**src/rtl/fp_pkg.sv**
```systemverilog
// rtl/fp_pkg.sv - shared float compare result codes, field view and stream FSM states
package fp_pkg;

  // Result of ordering x against y; noResult is reserved and never produced
  typedef enum logic [1:0] {
    xGTy     = 2'd0,
    xEQy     = 2'd1,
    xLTy     = 2'd2,
    noResult = 2'd3
  } compareResults;

  // Field view of an IEEE-754 single-precision word
  typedef struct packed {
    logic        sign;
    logic [7:0]  exponent;
    logic [22:0] mantissa;
  } ieee_t;

  // Frame accumulator states
  typedef enum logic [1:0] {
    ST_EMPTY = 2'd0,
    ST_ACCUM = 2'd1,
    ST_HOLD  = 2'd2
  } state_t;

  localparam int FP_W = 32;

  // Split a raw 32-bit word into sign / exponent / mantissa
  function automatic ieee_t ieeeFormat(input logic [FP_W-1:0] bits);
    return ieee_t'(bits);
  endfunction

endpackage

```
**src/rtl/fp_stream_minmax_if.sv**
```systemverilog
// rtl/fp_stream_minmax_if.sv - element input stream and frame result bundle
interface fp_stream_minmax_if #(
  parameter int COUNT_W = 16
) ();

  logic               in_valid;
  logic               in_ready;
  logic [31:0]        in_data;
  logic               in_last;
  logic               out_valid;
  logic               out_ready;
  logic [31:0]        out_min;
  logic [31:0]        out_max;
  logic [COUNT_W-1:0] out_count;

  // Producer of elements and consumer of frame results
  modport master (
    output in_valid, in_data, in_last, out_ready,
    input  in_ready, out_valid, out_min, out_max, out_count
  );

  // The min/max block itself
  modport slave (
    input  in_valid, in_data, in_last, out_ready,
    output in_ready, out_valid, out_min, out_max, out_count
  );

endinterface

```
**src/rtl/fp_stream_minmax_compare.sv**
```systemverilog
// rtl/fp_stream_minmax_compare.sv - sign-magnitude ordering of two float bit patterns
module compare
  import fp_pkg::*;
(
  input  logic [31:0]   i_x,
  input  logic [31:0]   i_y,
  output compareResults o_result
);

  ieee_t       w_x;
  ieee_t       w_y;
  logic [30:0] w_mag_x;
  logic [30:0] w_mag_y;
  logic        w_mag_gt;

  assign w_x      = ieeeFormat(i_x);
  assign w_y      = ieeeFormat(i_y);
  assign w_mag_x  = {w_x.exponent, w_x.mantissa};
  assign w_mag_y  = {w_y.exponent, w_y.mantissa};
  assign w_mag_gt = (w_mag_x > w_mag_y);

  // Order by sign first, then by raw magnitude (reversed for negatives); -0 sits below +0
  always_comb begin
    o_result = xEQy;
    if (i_x == i_y) begin
      o_result = xEQy;
    end else if (w_x.sign != w_y.sign) begin
      o_result = w_x.sign ? xLTy : xGTy;
    end else if (!w_x.sign) begin
      o_result = w_mag_gt ? xGTy : xLTy;
    end else begin
      o_result = w_mag_gt ? xLTy : xGTy;
    end
  end

endmodule

```
**src/rtl/fp_stream_minmax.sv**
```systemverilog
// rtl/fp_stream_minmax.sv - per-frame min, max and saturating element count of a float stream
module fp_stream_minmax
  import fp_pkg::*;
#(
  parameter int COUNT_W = 16
) (
  input  logic              clk,
  input  logic              reset,
  fp_stream_minmax_if.slave bus
);

  localparam logic [COUNT_W-1:0] COUNT_ONE = COUNT_W'(1);
  localparam logic [COUNT_W-1:0] COUNT_MAX = {COUNT_W{1'b1}};

  state_t             r_state;
  logic [31:0]        r_min;
  logic [31:0]        r_max;
  logic [COUNT_W-1:0] r_count;
  logic               r_out_valid;

  logic               w_in_ready;
  logic               w_accept;
  compareResults      w_min_cmp;
  compareResults      w_max_cmp;

  // Incoming element against the running minimum
  compare u_cmp_min (
    .i_x      (bus.in_data),
    .i_y      (r_min),
    .o_result (w_min_cmp)
  );

  // Incoming element against the running maximum
  compare u_cmp_max (
    .i_x      (bus.in_data),
    .i_y      (r_max),
    .o_result (w_max_cmp)
  );

  // Ready follows the held state only; reset masks it so nothing looks acceptable mid-reset
  assign w_in_ready = ~reset & (r_state != ST_HOLD);
  assign w_accept   = bus.in_valid & w_in_ready;

  // Frame FSM: load on first element, fold later ones, present result until taken
  always_ff @(posedge clk) begin
    if (reset) begin
      r_state     <= ST_EMPTY;
      r_min       <= '0;
      r_max       <= '0;
      r_count     <= '0;
      r_out_valid <= 1'b0;
    end else begin
      case (r_state)
        ST_EMPTY: begin
          if (w_accept) begin
            r_min   <= bus.in_data;
            r_max   <= bus.in_data;
            r_count <= COUNT_ONE;
            if (bus.in_last) begin
              r_state     <= ST_HOLD;
              r_out_valid <= 1'b1;
            end else begin
              r_state <= ST_ACCUM;
            end
          end
        end
        ST_ACCUM: begin
          if (w_accept) begin
            // Strict compares keep the first occurrence on equal values
            if (w_min_cmp == xLTy) begin
              r_min <= bus.in_data;
            end
            if (w_max_cmp == xGTy) begin
              r_max <= bus.in_data;
            end
            if (r_count != COUNT_MAX) begin
              r_count <= r_count + COUNT_ONE;
            end
            if (bus.in_last) begin
              r_state     <= ST_HOLD;
              r_out_valid <= 1'b1;
            end
          end
        end
        ST_HOLD: begin
          if (bus.out_ready) begin
            r_state     <= ST_EMPTY;
            r_out_valid <= 1'b0;
          end
        end
        default: begin
          r_state     <= ST_EMPTY;
          r_out_valid <= 1'b0;
        end
      endcase
    end
  end

  assign bus.in_ready  = w_in_ready;
  assign bus.out_valid = r_out_valid;
  assign bus.out_min   = r_min;
  assign bus.out_max   = r_max;
  assign bus.out_count = r_count;

endmodule

```
**src/flat_wrapper.sv**
```systemverilog
// flat-port wrapper written by rule: the top's interface ports become plain ports
module fp_stream_minmax_flat import fp_pkg::*;
#(
  parameter int COUNT_W = 16
)
  (clk, reset, bus_in_valid, bus_in_data, bus_in_last, bus_out_ready, bus_in_ready, bus_out_valid, bus_out_min, bus_out_max, bus_out_count);
  fp_stream_minmax_if #(.COUNT_W(COUNT_W)) bus_i ();
  input  logic clk;
  input  logic reset;
  input wire logic [$bits(bus_i.in_valid)-1:0] bus_in_valid;
  input wire logic [$bits(bus_i.in_data)-1:0] bus_in_data;
  input wire logic [$bits(bus_i.in_last)-1:0] bus_in_last;
  input wire logic [$bits(bus_i.out_ready)-1:0] bus_out_ready;
  output wire logic [$bits(bus_i.in_ready)-1:0] bus_in_ready;
  output wire logic [$bits(bus_i.out_valid)-1:0] bus_out_valid;
  output wire logic [$bits(bus_i.out_min)-1:0] bus_out_min;
  output wire logic [$bits(bus_i.out_max)-1:0] bus_out_max;
  output wire logic [$bits(bus_i.out_count)-1:0] bus_out_count;
  assign bus_i.in_valid = bus_in_valid;
  assign bus_i.in_data = bus_in_data;
  assign bus_i.in_last = bus_in_last;
  assign bus_i.out_ready = bus_out_ready;
  assign bus_in_ready = bus_i.in_ready;
  assign bus_out_valid = bus_i.out_valid;
  assign bus_out_min = bus_i.out_min;
  assign bus_out_max = bus_i.out_max;
  assign bus_out_count = bus_i.out_count;
  fp_stream_minmax #(.COUNT_W(COUNT_W)) u_core (.clk(clk), .reset(reset), .bus(bus_i));
endmodule
```
**config.mk**
```make
export PLATFORM = sky130hd
export DESIGN_NAME = fp_stream_minmax_flat
export DESIGN_NICKNAME = d
export VERILOG_FILES = /design/src/rtl/fp_pkg.sv /design/src/rtl/fp_stream_minmax_if.sv /design/src/rtl/fp_stream_minmax_compare.sv /design/src/rtl/fp_stream_minmax.sv /design/src/flat_wrapper.sv
export SDC_FILE = /design/constraint.sdc
export NUM_CORES = 1
export LEC_CHECK = 0
export BUFFER_PORTS_ARGS = -buffer_cell sky130_fd_sc_hd__buf_2
export CAP_MARGIN = 5
export CORE_MARGIN = 3
export CORE_UTILIZATION = 53
export CTS_CLUSTER_DIAMETER = 60
export DETAILED_ROUTE_END_ITERATION = 10
export HOLD_SLACK_MARGIN = 0.1
export PLACE_DENSITY = 0.79
export RECOVER_POWER = 25
export SKIP_CTS_REPAIR_TIMING = 1
export SYNTH_ARGS = -nofsm -noshare
export SYNTH_HDL_FRONTEND = slang
export SYNTH_HIERARCHICAL = 1
export SYNTH_SLANG_ARGS = --single-unit
```
**constraint.sdc**
```tcl
create_clock -name clk -period 7.32 [get_ports clk]
set_clock_uncertainty 0.1 [all_clocks]
set_input_delay 1.464 -clock clk [delete_from_list [all_inputs] [get_ports clk]]
set_output_delay 1.464 -clock clk [all_outputs]
set_load 0.005 [all_outputs]
```
==> summary.txt <==
Synth
  – #FFs+latches synth: 83
  – Yosys cell types: 57
  – Cell count after synthesis: 625
  – Syn Area/Cell: 8.19 µm²
  – Post-Syn Area: 0.00512 mm²
  – Main flop type after synthesis: dfxtp_1
  – Async SR Flop Fraction: 0
  – EDFF count, synth: 0
  – Post-Syn Nets: 725
  – Ys Warns: 6
  – Seq/Total Area, Yosys: 0.325

Setup path
  – CP Class: input port to flop
  – Top delay family on crit path: compound AO/OA/AOI/OAI gates
  – Worst r2r src: u_core/bus.out_min[16]
  – Worst setup path start: bus_in_data[18]
  – Cell at the slowest stage of the critical path: buf_4
  – Worst setup SP type: input port
  – Worst setup EP type: flop
  – Worst Path Buf+Inv: 2
  – Critical-path cell list: buf_2 -> ha_1 -> a21oi_1 -> o21ai_1 -> a221o_1 -> a2111o_1 -> nor3_1 -> o22a_1 -> nand2b_1 -> a21oi_4 -> buf_4 -> mux2i_1 -> nor2_1
  – Crit path DAT: 4.32 ns
  – WP data required: 7.45 ns
  – Crit-path max cell delay: 0.51 ns
  – CP Max Fanout: 32

Route
  – DRT Pass-1 Iters: 4
  – Post-Route WL: 13100 µm
  – Post-route ant nets: 0
  – Drt initial violations: 152
  – Vias: 4766
  – Drt wl/cell: 15.0 µm
  – Drt via density: 5.48
  – DRC violations left: 0

Run status
  – Status: finished, final reports clean

Finish
  – Layout cells sized above 1: 0.176
  – Most frequent cells in the layout: 95 x buf_2, 88 x nand2_1, 83 x dfxtp_1
  – Syn-to-layout area delta: 16.1%
  – Fill count: 876
  – Ant. Diodes: 0
  – Commonest non-fill, non-tap cell in the layout: buf_2
  – Fin nets: 835

Clock network
  – Cts bufs inserted: 9
  – Sink Count: 83
  – Clock root cell: clkbuf_8
  – Worst-path clk slew: 0.09 ns
  – CTS tree: done
  – Clock buffer depth: 2
  – Clock latency on the worst-skew pair: 0.35 ns
  – CTS H-Tree Depth: 3

Worst hold path
  – HP Class: flop to flop
  – Min-delay src: u_core/bus.out_max[7]

Global routing
  – Aggregate global-route resource usage: 0.238
  – Grt ovf: 0
  – Largest net degree at the start of global routing: 47
  – First-pass GRT wire length: 21600 µm
  – Number of antenna violations at the first check in global routing: 0
  – Number of global-route vias before repair: 4607

Timing
  – Final period util: 0.572
  – Fin Setup TNS: 0 ns
  – Crit path time final: 4.19 ns
  – Max_slew headroom: 0.487
  – Maximum clock rate: 0.239 GHz
  – Slew Limit Fails: 0
  – Final Setup Violations: 0
  – Final hold violations: 0
  – Worst Max-Slew Pin Slew: 0.769 ns
  – RSZ-0062 raised after global routing: false

Power and ir drop
  – Power Density: 178 mW/mm²
  – Lkg Pwr: 0.00245 µW
  – Pwr Total: 1060 µW
  – VDD IR max: 0.000114 V

Die
  – Die area: 0.0109 mm²
  – I/O Pins: 119
  – Rows: 35
  – Die Ht: 104 µm
  – Die X: 104 µm
  – Initial Util: 0.548
  – Core area: 0.00933 mm²

Placed design
  – Dpl hpwl: 9840 µm
  – GP Congestion: 0.926
  – Port buffer count: 118

Run
  – Max Cap Violations: 0
-- path summary, 6_finish.rpt --
path,slack (ns),endpoint,cells past startpoint
worst max-delay path,3.13,u_core/bus.out_min[25],13
worst min-delay path,0.37,u_core/bus.out_max[7],2
worst max register to register,3.98,u_core/bus.out_min[25],13
worst min register to register,0.37,u_core/bus.out_max[7],2
-- flip-flops by register name, indices dropped and copies added (netlist names) --
| signal | cells |
|---|---|
| u_core/r_state | 2 |
| u_core/bus.out_min | 32 |
| u_core/bus.out_max | 32 |
| u_core/bus.out_valid | 1 |
| u_core/bus.out_count | 16 |
-- logic make-up (layout without fill, tap and decap cells) --
logic type               after synthesis  count (layout)  synth area share
AO/OA/AOI/OAI                        119             119             0.153
XOR/XNOR                               1               1           0.00171
adder cells (fa/ha/maj)               63              63             0.154
buffers and inverters                104             219            0.0900
flip-flops                            83              83             0.325
multiplexers                          36              36            0.0704
AND/OR/NAND/NOR                      219             219             0.206
-- worst min-delay path, stage by stage, from the launching register on --
cell,delay [ns]
dfxtp_1,0.32
nand2_1,0.05
a21oi_1,0.05
-- stage by stage --
step / hold slack [ns] / cells / util / worst slack [ns] / instance area (µm²)
2_1_floorplan: 0.365 / 625 / - / 3.32 / 5120
3_3_place_gp: 0.356 / 853 / 0.616 / 2.88 / 5740
3_5_place_dp: 0.359 / 853 / 0.616 / 2.79 / 5740
4_1_cts: 0.369 / 869 / 0.640 / 3.16 / 5970
5_1_grt: 0.396 / 869 / 0.637 / 3.00 / 5940
6_report: 0.371 / 869 / 0.637 / 3.13 / 5940
-- power by group --
group | internal, µW | switching [µW]
combinational | 80.8 | 112
sequential | 471 | 17.7
clock | 211 | 166
total | 762 | 295
-- area by class of cell --
type                       count  area, µm²  share of cell area
timing repair buffer         122        592              0.0996
multi-input combinational    438       2990               0.504
clock inverter                 4       72.6              0.0122
tap                          129        161              0.0272
inverter                      81        304              0.0512
sequential                    83       1660               0.280
clock buffer                  12        155              0.0261
-- synth_stat cells, drive strengths merged, types with 2 or more instances --
cell type   n  area, µm²
and4        2       17.5
nor2b       3       18.8
clkbuf     13       48.8
o22ai       5       31.3
mux2i      36        360
inv        81        304
o21a        3       22.5
nor3       12       65.1
ha         63        788
a21oi      63        334
or3         6       37.5
nand4      20        140
nand3b      2       15.0
a211oi      4       35.0
a21o        4       30.0
o21ai      13       72.6
nor2       47        176
nor3b       4       40.0
buf        10        108
nor4        7       50.1
dfxtp      83       1660
and3        4       25.0
o22a        2       17.5
o31ai       4       35.0
nand2      88        330
a31oi       2       18.8
nand3      12       60.1
o2111ai     3       26.3
a221oi      4       47.6
o32ai       3       26.3
nand2b      9       56.3
and2        2       12.5
-- layer usage --
metal / GRT usage / vias up / wire (µm)
li1: - / 2374 / -
met1: 0.304 / 2213 / 5880
met2: 0.409 / 162 / 6250
met3: 0.0410 / 17 / 752
met4: 0.0769 / 0 / 184
met5: 0 / - / 0
No activity file was read; power rests on OpenSTA's default activity.
